## config.mk

```make
export PLATFORM = sky130hd
export DESIGN_NAME = score_keeper
export DESIGN_NICKNAME = d
export VERILOG_FILES = /design/src/rtl/score_keeper.sv
export SDC_FILE = /design/constraint.sdc
export NUM_CORES = 1
export LEC_CHECK = 0
export ABC_AREA = 1
export BUFFER_PORTS_ARGS = -buffer_cell sky130_fd_sc_hd__buf_2
export CELL_PAD_IN_SITES_DETAIL_PLACEMENT = 1
export CELL_PAD_IN_SITES_GLOBAL_PLACEMENT = 1
export CORE_MARGIN = 2
export CORE_UTILIZATION = 36
export CTS_CLUSTER_DIAMETER = 120
export DETAILED_ROUTE_END_ITERATION = 12
export GPL_ROUTABILITY_DRIVEN = 0
export PLACE_DENSITY = 0.83
export SKIP_CTS_REPAIR_TIMING = 1
export SYNTH_ARGS = -nofsm -noshare
export SYNTH_HDL_FRONTEND = slang
export SYNTH_SLANG_ARGS = --single-unit
export TNS_END_PERCENT = 5
```

## constraint.sdc

```tcl
create_clock -name clk -period 3.2 [get_ports clk]
set_input_delay 0.64 -clock clk [delete_from_list [all_inputs] [get_ports clk]]
set_output_delay 0.64 -clock clk [all_outputs]
set_load 0.02 [all_outputs]
```

## src/rtl/score_keeper.sv

```systemverilog
// score_keeper: saturating whack-a-mole score with streak bonus, miss penalty and persistent high score
//   clk, reset (sync, active-high), enable, restart, whacked, missed  -> inputs
//   score, high_score, streak, new_high, bonus, sat                   -> outputs
module score_keeper #(
  parameter int SCORE_W      = 16,
  parameter int STREAK_W     = 8,
  parameter int HIT_POINTS   = 1,
  parameter int MISS_PENALTY = 1,
  parameter int STREAK_LEN   = 4,
  parameter int BONUS_POINTS = 2
) (
  input  logic                clk,
  input  logic                reset,
  input  logic                enable,
  input  logic                restart,
  input  logic                whacked,
  input  logic                missed,
  output logic [SCORE_W-1:0]  score,
  output logic [SCORE_W-1:0]  high_score,
  output logic [STREAK_W-1:0] streak,
  output logic                new_high,
  output logic                bonus,
  output logic                sat
);
  // Divisor kept nonzero so the modulo stays legal when the bonus is disabled
  localparam int SL = (STREAK_LEN == 0) ? 1 : STREAK_LEN;
  logic                prev_w, prev_m, hit_ev, miss_ev, bonus_hit;
  logic [STREAK_W-1:0] streak_inc, streak_n;
  logic [SCORE_W:0]    sum;
  logic [SCORE_W-1:0]  score_add, score_sub, score_n;
  always_comb begin
    hit_ev     = whacked & ~prev_w & enable;
    miss_ev    = missed & ~prev_m & enable;
    streak_inc = (streak == '1) ? streak : streak + STREAK_W'(1);
    bonus_hit  = (STREAK_LEN != 0) && (streak_inc % STREAK_W'(SL) == '0);
    sum        = {1'b0, score} + (SCORE_W+1)'(bonus_hit ? HIT_POINTS + BONUS_POINTS : HIT_POINTS);
    score_add  = sum[SCORE_W] ? '1 : sum[SCORE_W-1:0];
    score_sub  = (score < SCORE_W'(MISS_PENALTY)) ? '0 : score - SCORE_W'(MISS_PENALTY);
    score_n    = miss_ev ? score_sub : hit_ev ? score_add : score;
    streak_n   = miss_ev ? '0 : hit_ev ? streak_inc : streak;
  end
  always_ff @(posedge clk) begin
    if (reset) begin
      prev_w     <= 1'b0;
      prev_m     <= 1'b0;
      score      <= '0;
      high_score <= '0;
      streak     <= '0;
      new_high   <= 1'b0;
      bonus      <= 1'b0;
    end else begin
      prev_w   <= whacked;
      prev_m   <= missed;
      score    <= restart ? '0 : score_n;
      streak   <= restart ? '0 : streak_n;
      bonus    <= ~restart & hit_ev & ~miss_ev & bonus_hit;
      new_high <= ~restart & (score_n > high_score);
      if (!restart && score_n > high_score) high_score <= score_n;
    end
  end
  assign sat = (score == '1);
endmodule

```

==> summary.txt <==
Placed design
  • Port Buffers: 48
  • DP HPWL: 9.614 mm
  • Dpl cell area: 0.004198 mm²

Yosys
  • Mapped Cells: 551
  • Mapped Area: 0.003358 mm²
  • Synth warn: 0
  • Post-Syn Nets: 578
  • Yosys cell types: 34
  • Synth Register Bits: 44
  • Post-synthesis sequential area ratio: 0.2623
  • Avg Cell Area, Syn: 6.095 µm²

Floorplanning
  • Die Height: 100.6 µm
  • Core box area: 0.009153 mm²
  • Die Width: 100.6 µm
  • Die ar.: 0.01012 mm²
  • Starting density of the core: 0.3669
  • Num rows: 35
  • IO Count: 49

Final layout
  • Layout area overhead: 37.18%
  • Design area: 0.004607 mm²
  • ANT cells: 0
  • Fillers: 1226
  • Layout cell share with drive strength beyond 1: 0.3318
  • # nets final: 698
  • Fin util: 0.5033

Worst setup path
  • Worst endpoint required time: 3.42 ns
  • WP data arrival: 4.07 ns
  • Worst r2r path cells: 25
  • Worst Setup End Kind: register
  • Slowest CP cell: dfxtp_4
  • CP max FO: 6
  • Startpoint Class: register
  • Largest stage delay, worst path: 0.37 ns
  • Crit path kind: reg -> reg

Power and ir drop
  • Pwr Total: 2177 µW
  • VDD IR max: 0.3305 mV
  • Leakage: 0.002437 µW
  • Pwr per Cell Area: 472.5 mW/mm²

Run status
  • Failing checks: negative setup slack
  • Status: complete, but fails checks

Timing
  • Final Hold Fails: 0
  • Clk_skew: 0.01459 ns
  • Period utilization: 1.201
  • Min Tclk post-route: 3.845 ns
  • Tightest Pin Transition: 0.5931 ns
  • RSZ-0062 raised after global routing: true
  • Setup Viol. Count Final: 17
  • Relative slew slack: 0.6042
  • Slew Viols, Final: 0
  • Setup WS post-layout: -0.6446 ns
  • Fmax: 260.1 MHz

CTS
  • Clock slew at reported path FFs: 0.10 ns
  • Clk_lat worst skew: 0.32 ns
  • CTS tree: done
  • CTS Buf Count: 5
  • # H-tree levels: 2
  • Root Buffer: clkbuf_8
  • Sink Count: 44
  • Longest Clk Path Bufs: 2

Detailed routing
  • WL met3: 804 µm
  • Drt total wl: 14.15 mm
  • Drt pass-1 iters: 4
  • Max Used Layer: met4
  • ANT nets after route: 0
  • Initial drt markers: 173
  • Avg WL per Cell: 18.07 µm
  • Vias: 4059
  • Drt drc: 0
  • Met2 wire len: 7.135 mm
  • Metal1 wirelength: 5.693 mm
  • Vias per inst: 5.184

Min path
  • Hold WC Path Type: reg -> reg
  • Hold Path Cell Cnt: 2

Global route
  • GRT Resource Usage Total: 0.2374
  • Initial antenna violation count: 0
  • First-pass GRT wire length: 19.18 mm
  • Vias in the first global route: 4102
  • Largest net degree at the start of global routing: 22
  • Gr ovfl total: 0

Run
  • Max cap viols: 0
[placed cells by master, fill, tap and decap left out, types with 4 or more instances in the layout]
cell,n
nor2_4,8
buf_2,48
nand3_2,11
xor2_1,7
inv_1,73
nand2_1,158
nor2_2,17
o21ai_1,4
clkbuf_8,6
ha_1,18
dfxtp_4,4
a21oi_1,12
nand4_1,7
nand2_2,22
nand3_1,29
o21ai_0,7
inv_2,9
nor2_1,82
buf_4,71
dfxtp_1,38
[metrics by stage]
step / std cells / setup WS [ns] / setup TNS (ns) / hold WS [ns]
2_1_floorplan: 551 / -0.1103 / -1.209 / 0.4863
3_3_place_gp: 763 / -0.3632 / -5.374 / 0.5056
3_5_place_dp: 763 / -0.6405 / -10.18 / 0.5267
4_1_cts: 771 / -0.6843 / -10.98 / 0.5379
5_1_grt: 783 / -0.8650 / -13.15 / 0.5651
6_report: 783 / -0.6446 / -8.843 / 0.5548
[synthesized netlist by cell type, drive strengths merged]
| cell type | instances | area share |
|---|---|---|
| a211oi | 1 | 0.0022 |
| a21o | 1 | 0.0022 |
| a21oi | 18 | 0.035 |
| a22oi | 1 | 0.0063 |
| and2 | 1 | 0.0019 |
| buf | 11 | 0.022 |
| clkbuf | 1 | 0.0011 |
| dfxtp | 44 | 0.26 |
| fa | 1 | 0.0060 |
| ha | 20 | 0.075 |
| inv | 83 | 0.093 |
| nand2 | 184 | 0.22 |
| nand3 | 40 | 0.070 |
| nand3b | 3 | 0.0067 |
| nand4 | 7 | 0.013 |
| nor2 | 106 | 0.13 |
| nor3 | 5 | 0.0089 |
| nor3b | 1 | 0.0022 |
| nor4b | 1 | 0.0026 |
| o21ai | 12 | 0.018 |
| o21bai | 2 | 0.0045 |
| xnor2 | 1 | 0.0026 |
| xor2 | 7 | 0.018 |
[layer usage]
| metal | GRT usage | vias up |
|---|---|---|
| li1 | - | 1931 |
| met1 | 0.2852 | 1955 |
| met2 | 0.4241 | 135 |
| met3 | 0.04369 | 38 |
| met4 | 0.07798 | 0 |
| met5 | 0 | - |
[cell families (layout without fill, tap and decap cells)]
group,after synthesis,after routing,share of synthesized area
adder cells (fa/ha/maj),21,21,0.08048
AND/OR/NAND/NOR,348,349,0.4527
buffers and inverters,95,215,0.1159
flip-flops,44,44,0.2623
XOR/XNOR,8,8,0.02087
AO/OA/AOI/OAI,35,35,0.06781
[sequential cells by signal, summed over array words and instances, names as in the netlist]
| signal | flops |
|---|---|
| streak | 8 |
| score | 16 |
| prev_m | 1 |
| high_score | 16 |
| new_high | 1 |
| bonus | 1 |
| prev_w | 1 |
[path summary, 6_finish.rpt]
| check | from | to | slack [ns] |
|---|---|---|---|
| max reg2reg | streak[2] | high_score[15] | -0.64 |
| min reg2reg | high_score[2] | high_score[2] | 0.55 |
| min | high_score[2] | high_score[2] | 0.55 |
| max | streak[2] | high_score[15] | -0.64 |
[worst max-delay path: cells and delay by family, from the launching register on]
family          cells  cell delay, ns
simple gates       15            1.85
fa+ha+maj           2            0.59
buf+inv             6            0.56
compound gates      2            0.39
flops               1            0.37
[final cells by class]
class | instances | area, µm² | area share
Clock inverter | 1 | 7.507 | 0.001630
Multi-Input combinational cell | 413 | 2296 | 0.4984
Clock buffer | 7 | 86.33 | 0.01874
Sequential cell | 44 | 898.4 | 0.1950
Inverter | 83 | 314.1 | 0.06817
Tap cell | 111 | 138.9 | 0.03015
Timing Repair Buffer | 124 | 865.8 | 0.1879
[power breakdown]
group	switching, µW	internal, µW	leakage, µW
clock	213	176	0.0000445
sequential	48.5	609	0.000363
combinational	704	426	0.00203
total	966	1210	0.00244
Note: power is estimated with default switching activity, not from simulation.
